## src/rtl/two_phase_clock_monitor.sv

```systemverilog
// Receive-side monitor for the two-phase CPU clock pins: synchronises phi1/phi2,
// tracks the phi1 -> phi2 sequence, measures phase widths and flags faults.
module two_phase_clock_monitor #(
  parameter int CNT_W       = 8,
  parameter int TIMEOUT     = 255,
  parameter int LOCK_CYCLES = 4
) (
  input  logic             CLK_IN,
  input  logic             RES_N,
  input  logic             phi1_in,
  input  logic             phi2_in,
  input  logic             clear_err,
  output logic             cycle_strobe,
  output logic [CNT_W-1:0] cycle_count,
  output logic [CNT_W-1:0] phi1_width,
  output logic [CNT_W-1:0] phi2_width,
  output logic             locked,
  output logic             overlap_err,
  output logic             seq_err,
  output logic             stall_err
);

  localparam int LW = $clog2(LOCK_CYCLES + 1);
  localparam logic [LW-1:0]    LOCK_MAX = LW'(LOCK_CYCLES);
  localparam logic [CNT_W-1:0] TO_VAL   = CNT_W'(TIMEOUT);

  typedef enum logic [2:0] {HUNT, P1_HI, GAP_A, P2_HI, GAP_B} state_t;

  // Index 0 is phi1, index 1 is phi2 throughout.
  logic [1:0] phi_pin, meta_q, sync_q, dly_q, rise, fall, accept;
  logic       any_edge, overlap, stall_hit, seq_hit, ovl_hit, fault, enter_hunt;

  state_t           state_q, state_d;
  logic [CNT_W-1:0] idle_q, idle_d, count_q, count_d;
  logic [LW-1:0]    good_q, good_d;
  logic             strobe_q, strobe_d, locked_q, locked_d;
  logic             ovl_err_q, ovl_err_d, seq_err_q, seq_err_d, stall_err_q, stall_err_d;

  assign phi_pin  = {phi2_in, phi1_in};
  assign rise     = sync_q & ~dly_q;
  assign fall     = ~sync_q & dly_q;
  assign any_edge = |(rise | fall);
  assign overlap  = &sync_q;

  always_ff @(posedge CLK_IN or negedge RES_N) begin
    if (!RES_N) begin
      meta_q <= '0;
      sync_q <= '0;
      dly_q  <= '0;
    end else begin
      meta_q <= phi_pin;
      sync_q <= meta_q;
      dly_q  <= sync_q;
    end
  end

  // Idle timer parks at TIMEOUT so the stall fault fires once per silence.
  assign stall_hit = !any_edge && (idle_q == TO_VAL - 1'b1);

  always_comb begin
    idle_d = idle_q;
    if (any_edge)              idle_d = '0;
    else if (idle_q != TO_VAL) idle_d = idle_q + 1'b1;
  end

  always_comb begin
    state_d  = state_q;
    seq_hit  = 1'b0;
    ovl_hit  = 1'b0;
    strobe_d = 1'b0;
    case (state_q)
      HUNT:  if (rise[0] && !sync_q[1]) state_d = P1_HI;
      P1_HI: begin
        if (fall[0])      state_d = rise[1] ? P2_HI : GAP_A;
        else if (rise[1]) seq_hit = 1'b1;
      end
      GAP_A: begin
        if (rise[0])      seq_hit = 1'b1;
        else if (rise[1]) state_d = P2_HI;
      end
      P2_HI: begin
        if (fall[1]) begin
          strobe_d = 1'b1;
          state_d  = rise[0] ? P1_HI : GAP_B;
        end else if (rise[0]) begin
          seq_hit = 1'b1;
        end
      end
      GAP_B: begin
        if (rise[1])      seq_hit = 1'b1;
        else if (rise[0]) state_d = P1_HI;
      end
      default: state_d = HUNT;
    endcase
    // Overlap outranks a sequence fault seen in the same sample.
    if (state_q != HUNT && overlap) begin
      ovl_hit  = 1'b1;
      seq_hit  = 1'b0;
      strobe_d = 1'b0;
    end
    if (ovl_hit || seq_hit || stall_hit) state_d = HUNT;
  end

  assign fault      = ovl_hit | seq_hit | stall_hit;
  assign enter_hunt = (state_d == HUNT) && (state_q != HUNT);
  assign accept[0]  = (state_d == P1_HI) && (state_q != P1_HI);
  assign accept[1]  = (state_d == P2_HI) && (state_q != P2_HI);

  always_comb begin
    good_d = good_q;
    if (fault || enter_hunt)               good_d = '0;
    else if (strobe_d && good_q != LOCK_MAX) good_d = good_q + 1'b1;
    locked_d    = (good_d == LOCK_MAX);
    count_d     = count_q + CNT_W'(strobe_d);
    ovl_err_d   = ovl_hit   | (ovl_err_q   & ~clear_err);
    seq_err_d   = seq_hit   | (seq_err_q   & ~clear_err);
    stall_err_d = stall_hit | (stall_err_q & ~clear_err);
  end

  always_ff @(posedge CLK_IN or negedge RES_N) begin
    if (!RES_N) begin
      state_q     <= HUNT;
      idle_q      <= '0;
      count_q     <= '0;
      good_q      <= '0;
      strobe_q    <= 1'b0;
      locked_q    <= 1'b0;
      ovl_err_q   <= 1'b0;
      seq_err_q   <= 1'b0;
      stall_err_q <= 1'b0;
    end else begin
      state_q     <= state_d;
      idle_q      <= idle_d;
      count_q     <= count_d;
      good_q      <= good_d;
      strobe_q    <= strobe_d;
      locked_q    <= locked_d;
      ovl_err_q   <= ovl_err_d;
      seq_err_q   <= seq_err_d;
      stall_err_q <= stall_err_d;
    end
  end

  // A width is only armed by a rise the FSM accepted, so phases already in
  // progress at reset or while hunting are never reported.
  for (genvar gi = 0; gi < 2; gi++) begin : g_width
    logic [CNT_W-1:0] cnt_q, cnt_d, width_q, width_d;
    logic             armed_q, armed_d;

    always_comb begin
      cnt_d   = cnt_q;
      width_d = width_q;
      armed_d = armed_q;
      if (accept[gi]) begin
        cnt_d   = CNT_W'(1);
        armed_d = 1'b1;
      end else if (fall[gi]) begin
        if (armed_q) width_d = cnt_q;
        cnt_d   = '0;
        armed_d = 1'b0;
      end else if (armed_q && sync_q[gi] && cnt_q != '1) begin
        cnt_d = cnt_q + 1'b1;
      end
    end

    always_ff @(posedge CLK_IN or negedge RES_N) begin
      if (!RES_N) begin
        cnt_q   <= '0;
        width_q <= '0;
        armed_q <= 1'b0;
      end else begin
        cnt_q   <= cnt_d;
        width_q <= width_d;
        armed_q <= armed_d;
      end
    end
  end

  assign cycle_strobe = strobe_q;
  assign cycle_count  = count_q;
  assign phi1_width   = g_width[0].width_q;
  assign phi2_width   = g_width[1].width_q;
  assign locked       = locked_q;
  assign overlap_err  = ovl_err_q;
  assign seq_err      = seq_err_q;
  assign stall_err    = stall_err_q;

endmodule

```

## config.mk

```make
export PLATFORM = sky130hd
export DESIGN_NAME = two_phase_clock_monitor
export DESIGN_NICKNAME = d
export VERILOG_FILES = /design/src/rtl/two_phase_clock_monitor.sv
export SDC_FILE = /design/constraint.sdc
export NUM_CORES = 1
export LEC_CHECK = 0
export CAP_MARGIN = 20
export CORE_MARGIN = 2
export CORE_UTILIZATION = 45
export DETAILED_ROUTE_END_ITERATION = 16
export HOLD_SLACK_MARGIN = 0.06
export MAX_ROUTING_LAYER = met4
export PLACE_DENSITY = 0.64
export SYNTH_ARGS = -nofsm -noshare
export SYNTH_HDL_FRONTEND = slang
export SYNTH_SLANG_ARGS = --single-unit
```

## constraint.sdc

```tcl
create_clock -name CLK_IN -period 4.5 [get_ports CLK_IN]
set_input_delay 0.9 -clock CLK_IN [delete_from_list [all_inputs] [get_ports CLK_IN]]
set_output_delay 0.9 -clock CLK_IN [all_outputs]
set_load 0.01 [all_outputs]
```

==> results.md, run 1 <==
* Post-Layout Cell Count at 447
* Utilization after layout at 54.68%
* Resize count post-CTS at 0
* Min-delay src: meta_q[1]$_DFF_PN0_
* Top delay family on crit path: simple AND/OR/NAND/NOR gates
* Hold/Removal Path Class: flip-flop to flip-flop
* Post-CTS Hold Buffers at 0
* Slowest cell on crit path: o31a_1
* Crit-path max cell delay at around 0.56 ns
* Ys flop type: dfrtp_1
* Avg Inst Size Synth at 10.90 sq um
* Biggest area consumer among synthesized cells: dfrtp_1
* Initial Util at a little under half
* Crit path DAT at 3.22 ns
* Pre-Repair DR Iteration Count at 4
* Post-Syn Area at 0.003357 sq mm
* Largest net degree at the start of global routing at 39
* Mapped Cells at 308
* Status: complete, no violations
* Slew Limit Fails at 0
* Cell row count at 31
* Die width at 90.37 um
* Power Total at 1698 uW
* Max IR drop VDD at roughly 0.00023 V
* Worst-margin pin slew at 0.6465 ns
* Worst slew margin at a little under three fifths
* Hold EP: sync_q[1]$_DFF_PN0_
* Setup bufs post-CTS at 0
* Number of synthesized flops with an enable pin at 0
* Core ar. at 0.007253 sq mm
* Vias at 2421
* Vias in the first global route at approximately 2300
* Worst-case clock skew at 0.007757 ns
* Final Hold Fails at 0
* Clk sinks at 67
* WS Path Type: flip-flop to flip-flop
* R2r setup slk at around 1.5 ns
* Layout net count at 363
* Asr flop ratio synth at 100.0%
* Worst r2r src: sync_q[0]$_DFF_PN0_
* Die ar. at slightly above 0.008 sq mm
* Placed insts at 431
* Synth cell types at 57
* Power per cell area at between 400 and 500 mW/mm^2
* Synth warnings at 0
* Max cap viols at 0
* Crit share post-route at 66.76%
* Antenna diodes at 0
* Share of layout cells above drive strength 1 at 12.36%
* Register bit total from synthesis at between 60 and 70
* Worst hold path depth at 0
* CTS tree: yes
* Clk buf depth at 2
* Crit end category: flip-flop
* Setup TNS at 0 ns
* WP buf/inv at 1
* Gpl congestion at ~0.86
* Fmax at 332.8 MHz
* Remaining antenna violation count at 0
* Worst-path cell chain: inv_1 -> ha_1 -> or4bb_1 -> a21oi_1 -> or3_1 -> o31a_1 -> mux2_4
* Synth area leaders: dfrtp_1, ha_1, mux2_4
* Most common cell in the synthesized netlist: dfrtp_1
* Vias per cell at between 5 and 6
* Startpoint Class: flip-flop
* Worst flop-to-flop path endpoint: phi1_width[1]$_DFFE_PN0P_
* CTS clk-pin slew, worst paths at 0.07 ns
* PortBufs at 33
* Final HPWL DP at 4.372 mm
* Sequential fraction of the synthesis area at 49.94%
* Final setup fails at 0
* Post-synth top cells: dfrtp_1, inv_1, nand3_1, nor2_1, ha_1
* GRT overflow at 0
* Post-DR wirelength/cell at 13.97 um
* Largest fanout on the critical path at 13
* Flip-flop and latch area at around 0.0017 sq mm
* H-tree Lvls at 3
* Minimum clock period at ~3.0 ns
* Initial antenna violation count at 0
* RSZ-0062 raised after global routing: false
* Die Y at 90.37 um
* Detailed router's first-iteration violation count at 103
* I/O Pins at 34
* Fill count at 683
* Later-pin clock latency in the skew report at about 0.34 ns
* Static Leak at 0.001766 uW
* DRC Markers at 0
* Root Buffer: clkbuf_8
* Area of the multi-input gates at 0.001545 sq mm
* Post-synth top area share at between 40% and 50%
* Gr usage total at between 15 and 20%
* Net Count, Synth at 328
* Worst hold slack at between 0.3 and 0.4 ns
* Required time of the critical path at around 4.7 ns
* CTS buffer count at 9
* Area growth syn-to-layout at 18.15%
* First-pass GRT wire length at ~11 mm
* Worst r2r path cells at 7
* Wirelength, routed at about 6.2 mm
## area by class of cell
cell class / count / share of cell area, %
Timing Repair Buffer: 34 / 8.391
Clock buffer: 12 / 4.164
Multi-Input combinational cell: 211 / 38.96
Inverter: 20 / 1.893
Tap cell: 99 / 3.123
Clock inverter: 4 / 1.199
Sequential cell: 67 / 42.27
## worst reg2reg max path, delay by kind of cell (launching register included)
family / cells / cell delay, ns
simple gates: 2 / 0.86
mux: 1 / 0.35
flops: 1 / 0.52
fa+ha+maj: 1 / 0.35
buf+inv: 1 / 0.08
compound gates: 2 / 0.73
## report_power, final
group          internal, uW  switching, uW  leakage (uW)  total, uW
Clock                   299            225      0.000108        524
Combinational           202            194      0.000757        396
Sequential              681           96.7      0.000901        778
## routing by layer
| metal | track usage, % | routed length [um] | up-vias |
|---|---|---|---|
| met1 | 23.71 | 3255 | 1183 |
| met2 | 23.93 | 2728 | 45 |
| li1 | - | - | 1187 |
| met5 | - | 0 | - |
| met3 | 3.339 | 202 | 6 |
| met4 | 6.538 | 59 | 0 |
## placed cells by master, fill, tap and decap left out, drive strengths merged, types with 2 or more instances in the layout
| cell type | count |
|---|---|
| dfrtp | 67 |
| clkdlybuf4s50 | 32 |
| inv | 20 |
| nand3 | 20 |
| nor2 | 20 |
| mux2 | 16 |
| ha | 15 |
| nand2 | 14 |
| clkbuf | 12 |
| xnor2 | 11 |
| a21oi | 9 |
| o21ai | 9 |
| nor3 | 9 |
| a31oi | 8 |
| nand4 | 6 |
| nand2b | 5 |
| and3 | 5 |
| a211oi | 5 |
| nor3b | 4 |
| nand3b | 3 |
| or3 | 3 |
| and2 | 3 |
| mux2i | 3 |
| and4 | 3 |
| xor2 | 3 |
| o32ai | 3 |
| a21o | 3 |
| or2 | 2 |
| nand4bb | 2 |
| a31o | 2 |
| a2111oi | 2 |
| o22ai | 2 |
| clkinv | 2 |
| o211ai | 2 |
| buf | 2 |
## sequential cells by signal, indices dropped and copies added, names as in the netlist, 3 cells and up
name and count:
good_q 3, cycle_count 8, phi2_width 8, state_q 3
g_width.cnt_q 16, phi1_width 8, idle_q 8
## cells by family (layout without fill, tap and decap cells)
logic type,after synthesis,after routing,share of synthesized area [%]
muxes,19,19,7.156
buffers and inverters,30,70,4.025
DFF,67,67,49.94
AOI/OAI and AO/OA,58,58,12.41
xor gates and xnor gates,14,14,3.653
and+or+nand+nor,105,105,17.22
adders and majority gates,15,15,5.591
## stage by stage
step | worst slack [ns] | instance area, sq um
6_report | 1.496 | 3966
5_1_grt | 1.261 | 3966
4_1_cts | 1.481 | 3966
3_5_place_dp | 1.473 | 3754
3_3_place_gp | 1.582 | 3754
2_1_floorplan | 2.009 | 3357
## worst max path at each step
stage / slack [ns] / start / depth (start not counted) / to
global route: 1.26 / sync_q[0]$_DFF_PN0_ / 7 / phi1_width[1]$_DFFE_PN0P_
CTS: 1.48 / sync_q[0]$_DFF_PN0_ / 7 / phi1_width[1]$_DFFE_PN0P_
finish: 1.50 / sync_q[0]$_DFF_PN0_ / 7 / phi1_width[1]$_DFFE_PN0P_
detailed placement: 1.47 / sync_q[0]$_DFF_PN0_ / 7 / phi1_width[7]$_DFFE_PN0P_
global placement: 1.58 / sync_q[0]$_DFF_PN0_ / 7 / phi1_width[6]$_DFFE_PN0P_
floorplan: 2.01 / sync_q[1]$_DFF_PN0_ / 10 / phi1_width[0]$_DFFE_PN0P_
Note: power is estimated with default switching activity, not from simulation.
==> inputs of run 2 (changes only) <==
clock period = 3.1 ns   (was 4.5 ns; I/O delays follow)
==> run 2 against run 1 <==
  * Fmax rose by 14%
  * Worst hold slack worse by 0.045 ns
  * Global-route usage increased by 0.14 points
  * Clock skew is 0.0013 ns higher
  * Largest power group unchanged
  * Utilization grew 1.1 points
  * Critical path depth down 1
  * Setup slack worse by 1.0 ns
  * Sequential share of layout area decreased by 0.85 points
  * Clock power increased by 67%
  * Sequential power rose by 45%
==> results.md, run 2 (same netlist as run 1, synthesis figures left out) <==
* First-pass GRT wire length at 10.99 mm (+2.1%)
* Gr usage total at 16.92% (+0.14 points)
* GRT overflow at 0 (unchanged)
* Post-CTS Hold Buffers at 0 (unchanged)
* Max IR drop VDD at 0.0005366 V (+130%)
* Layout net count at 370 (+1.9%)
* Wirelength, routed at 6.258 mm (+0.19%)
* CTS buffer count at 9 (unchanged)
* Max reg flops at 16 (unchanged)
* Fmax at 379.2 MHz (+14%)
* Crit path DAT at 2.86 ns (-0.36 ns)
* Setup TNS at 0 ns (unchanged)
* I/O Pins at 34 (unchanged)
* H-tree Lvls at 3 (unchanged)
* Crit share post-route at 85.08% (+18 points)
* Remaining antenna violation count at 0 (unchanged)
* Crit end category: flip-flop
* Largest fanout on the critical path at 11 (-2)
* Utilization after layout at 55.80% (+1.1 points)
* Clk buf depth at 2 (unchanged)
* Power per cell area at 642.6 mW/mm^2 (+50%)
* CTS clk-pin slew, worst paths at 0.07 ns (about the same)
* Combinational cell fraction of total power at 23.1% (-0.2 points)
* P_sw at 752.6 uW (+46%)
* P_int at 1849 uW (+56%)
* Antenna diodes at 0 (unchanged)
* Vias per cell at 5.346 (-1.3%)
* Worst slew margin at 61.24% (+4.3 points)
* Commonest non-fill, non-tap cell in the layout: dfrtp_1
* Largest net degree at the start of global routing at 35 (-10%)
* Die width at 90.37 um (unchanged)
* Initial antenna violation count at 0 (unchanged)
* Worst-case clock skew at 0.009106 ns (+0.001349 ns)
* Reg with most FFs: g_width.cnt_q
* CTS tree: yes
* Gpl congestion at 0.8378 (-2.4%)
* DRC Markers at 0 (unchanged)
* Minimum clock period at 2.637 ns (-0.3670 ns)
* Pre-Repair DR Iteration Count at 4 (unchanged)
* Initial Util at 46.28% (unchanged)
* Resize count post-CTS at 0 (unchanged)
* Fill count at 654 (-4.2%)
* Root Buffer: clkbuf_8
* Post-DR wirelength/cell at 13.78 um (-1.4%)
* Power share of the clock group at 33.6% (+2.7 points)
* Startpoint Class: flip-flop
* Cell row count at 31 (unchanged)
* Slew Limit Fails at 0 (unchanged)
* Core ar. at 0.007253 sq mm (unchanged)
* Area of the multi-input gates at 0.001545 sq mm (unchanged)
* Setup bufs post-CTS at 0 (unchanged)
* Sequential Power Share at 43.3% (-2.5 points)
* Switching part of the total at 28.93% (-1.4 points)
* Final HPWL DP at 4.403 mm (+0.70%)
* Vias at 2427 (+0.25%)
* Vias in the first global route at 2356 (+2.6%)
* Later-pin clock latency in the skew report at 0.34 ns (about the same)
* Area growth syn-to-layout at 20.57%
* Max cap viols at 0 (unchanged)
* Final Hold Fails at 0 (unchanged)
* Clk sinks at 67 (unchanged)
* PortBufs at 33 (unchanged)
* RSZ-0062 raised after global routing: false
* WS Path Type: flip-flop to flip-flop
* Die ar. at 0.008167 sq mm (unchanged)
* Status: complete, no violations
* Final setup fails at 0 (unchanged)
* Hold/Removal Path Class: primary input to asynchronous set/reset pin
* Commonest cells after routing, fill and taps aside: dfrtp_1, clkdlybuf4s50_1, inv_1, nand3_1, nor2_1
* Share of layout cells above drive strength 1 at 13.80% (+1.4 points)
* Detailed router's first-iteration violation count at 83 (-19%)
* Required time of the critical path at 3.32 ns (-1.40 ns)
* Flip-flop and latch area at 0.001677 sq mm (unchanged)
* Die Y at 90.37 um (unchanged)
* Static Leak at 0.001816 uW (+2.8%)
* Worst-margin pin slew at 0.5814 ns (-0.06512 ns)
[run 2: changes by cell type in the layout (fill, tap and decap cells not counted)]
cell,previous run,this run
clkinvlp_4,1,0
buf_4,1,8
bufinv_16,1,3
clkbuf_1,0,1
clkbuf_8,12,10
[run 2: critical path: stages (launching register included)]
cell and delay [ns]:
dfrtp_1 0.57, ha_1 0.25, or4bb_1 0.48, a21oi_1 0.19
or3_1 0.17, o31a_1 0.52, mux2_4 0.35
[run 2: worst paths after layout]
kind,depth (start not counted),slack (ns),end,startpoint
setup / recovery,6,0.46,phi1_width[7]$_DFFE_PN0P_,sync_q[1]$_DFF_PN0_
hold / removal,2,0.31,phi1_width[4]$_DFFE_PN0P_,RES_N
setup reg to reg,6,0.46,phi1_width[7]$_DFFE_PN0P_,sync_q[1]$_DFF_PN0_
hold reg to reg,0,0.35,sync_q[1]$_DFF_PN0_,meta_q[1]$_DFF_PN0_
max in group asynchronous,2,2.47,phi2_width[0]$_DFFE_PN0P_,RES_N
min in group CLK_IN,0,0.35,sync_q[1]$_DFF_PN0_,meta_q[1]$_DFF_PN0_
[run 2: metrics by stage]
step           std cells  hold slack, ns  power, uW  area (sq um)  setup WS [ns]
3_3_place_gp         438          0.3356       1729          3806         0.5508
5_1_grt              454          0.3607       2753          4048         0.2816
6_report             454          0.3070       2601          4048         0.4626
2_1_floorplan        308          0.3244       1524          3357         0.6091
3_5_place_dp         438          0.3363       1740          3806         0.4736
4_1_cts              454          0.3161       2629          4048         0.4543
[run 2: power groups by stage]
stage,registers (uW),clock network (uW),logic (uW)
3_5_place_dp,1140,0,599
2_1_floorplan,1120,0,408
5_1_grt,1150,940,665
3_3_place_gp,1140,0,588
6_report,1130,875,600
4_1_cts,1130,897,606
[run 2: per-layer routing]
layer  vias to the layer above  share of wire [%]  global-route usage, %
li1                       1200                  -                      -
met1                      1162                 50                  22.44
met2                        55                 45                  25.81
met3                        10                3.9                  4.174
met4                         0                1.3                  5.256
met5                         -                  0                      -
[run 2: cell type report]
cell class / instances / area share (%)
clock buffers: 11 / 3.493
repair buffers: 41 / 9.521
multi-input cells: 211 / 38.18
clock inverters: 5 / 2.473
well taps: 99 / 3.060
flip-flops and latches: 67 / 41.42
inverters: 20 / 1.855
==> RTL change: new RTL, config.mk and constraints of run 1 <==
The parameter `LOCK_CYCLES` goes from 4 to 8.
--- a/src/rtl/two_phase_clock_monitor.sv
+++ b/src/rtl/two_phase_clock_monitor.sv
@@ -5,3 +5,3 @@
   parameter int TIMEOUT     = 255,
-  parameter int LOCK_CYCLES = 4
+  parameter int LOCK_CYCLES = 8
 ) (
Behaviour: same outputs for any inputs over 10 cycles, from zero or initial values; that may be too few to reach the edited logic, so the function may still have changed.
==> RTL change against run 1 <==
Synthesized cell count shrank 0.97%. Clock power shrank 5.5%. Area after synthesis grew 0.89%. Clock skew grew 0.0020 ns. Power grew 5.3%. Wire length shrank 1.2%. Worst setup slack gained 0.13 ns. Sequential power grew 8.0%. Sequential cell count grew 1. Final area grew 0.35%.
==> RTL change: results <==
set metrics [dict create \
    r2r_start "sync_q[1]$_DFF_PN0_" \
    area.share.sequential_pct 42.8 \
    yosysUniqueCellTypes 56 \
    power.switching_mw 0.558 \
    grt_pass1_vias 2300 \
    timing_worst_slew_pin_value_ns 0.766 \
    gr-usage-met2_pct 23.8 \
    fillers 647 \
    fin_hold_ws_ns 0.352 \
    nets 359 \
    post_route_cells_drive_above_1_share_pct 10.8 \
    route.met3.wl_um 259 \
    globalRouteMet1Util_pct 21.5 \
    placed_cells 427 \
    signal_buffer_area_fraction_pct 8.36 \
    synth_common_cells "68 x dfrtp_1, 19 x nand2_1, 18 x nor2_1" \
    final-instance-count-excl-fill 443 \
    rr_endpoint "phi2_width[7]$_DFFE_PN0P_" \
    met2_wirelength_um 2750 \
    top_post_synthesis_cells_by_area "dfrtp_1 50%, ha_1 5.5%, mux2_4 3.5%" \
    route.layer.met1.wl_um 2990 \
    place.gp.congestion 0.917 \
    clock_cell_area_share_pct 4.87 \
    inverters_excl_clock 14 \
    initialDrtViolationCount 121 \
    grt_start_max_net_pins 38 \
    synthCells 305 \
    outcome "finished, final reports clean" \
    timing.clock.skew_ns 0.00979 \
    via_count 2389 \
    multi_input_comb_area_mm2 0.00158 \
    grt_util_all_layers_pct 16.5 \
    netlist.area_leader.share_pct 50.2 \
    cp.arrival_ns 3.10 \
    dpl-instance-area_mm2 0.00379 \
    timing.critical_path.slowest_cell_delay_ns 0.69 \
    power.static_leakage_nw 1.80 \
    sequential_cell_total 68 \
    drt-wirelength-per-cell_um 13.9 \
    grtUsageMet3_pct 3.26 \
    critical_path_peak_fanout 10 \
]
RTL change: cell types whose count changed after synthesis, moves of 3 or more:
cell	change
nand2_1	+5
nand3_1	-8
inv_1	-6
or3_1	-3
buf_2	+4
a31oi_1	-3
xor2_1	+5
a21boi_0	+3
o21ai_0	+3
RTL change: how the worst max path moves through the flow:
stage	startpoint	endpoint	slack, ns	cells after the start
2_1_floorplan	sync_q[1]$_DFF_PN0_	phi2_width[0]$_DFFE_PN0P_	1.90	10
3_3_place_gp	sync_q[1]$_DFF_PN0_	cycle_count[6]$_DFF_PN0_	1.62	9
3_5_place_dp	sync_q[1]$_DFF_PN0_	phi2_width[1]$_DFFE_PN0P_	1.61	7
4_1_cts	sync_q[1]$_DFF_PN0_	phi2_width[7]$_DFFE_PN0P_	1.61	7
5_1_grt	sync_q[1]$_DFF_PN0_	cycle_count[6]$_DFF_PN0_	1.31	9
6_report	sync_q[1]$_DFF_PN0_	phi2_width[7]$_DFFE_PN0P_	1.62	7
RTL change: logic make-up (layout without fill, tap and decap cells):
family / count (synthesis) / after routing / share of synthesized area, %
compound gates: 53 / 53 / 10.9
xor+xnor: 17 / 17 / 4.40
simple gates: 105 / 105 / 17.6
flops: 68 / 68 / 50.2
fa+ha+maj: 15 / 15 / 5.54
buf+inv: 25 / 64 / 3.25
mux: 22 / 22 / 8.02
RTL change: power groups by stage:
stage                     logic, mW  clock network [mW]  registers, mW
after floorplan               0.312                   0          0.821
after global placement        0.449                   0          0.850
after detailed placement      0.456                   0          0.850
after CTS                     0.459               0.511          0.839
after global routing          0.504               0.533          0.859
final                         0.453               0.495          0.840
RTL change: worst register-to-register path, delay by kind of cell, from the launching register on:
family	cells	cell delay, ns
compound gates	1	0.21
simple gates	3	1.27
mux	1	0.31
flops	1	0.47
buf+inv	1	0.16
fa+ha+maj	1	0.34
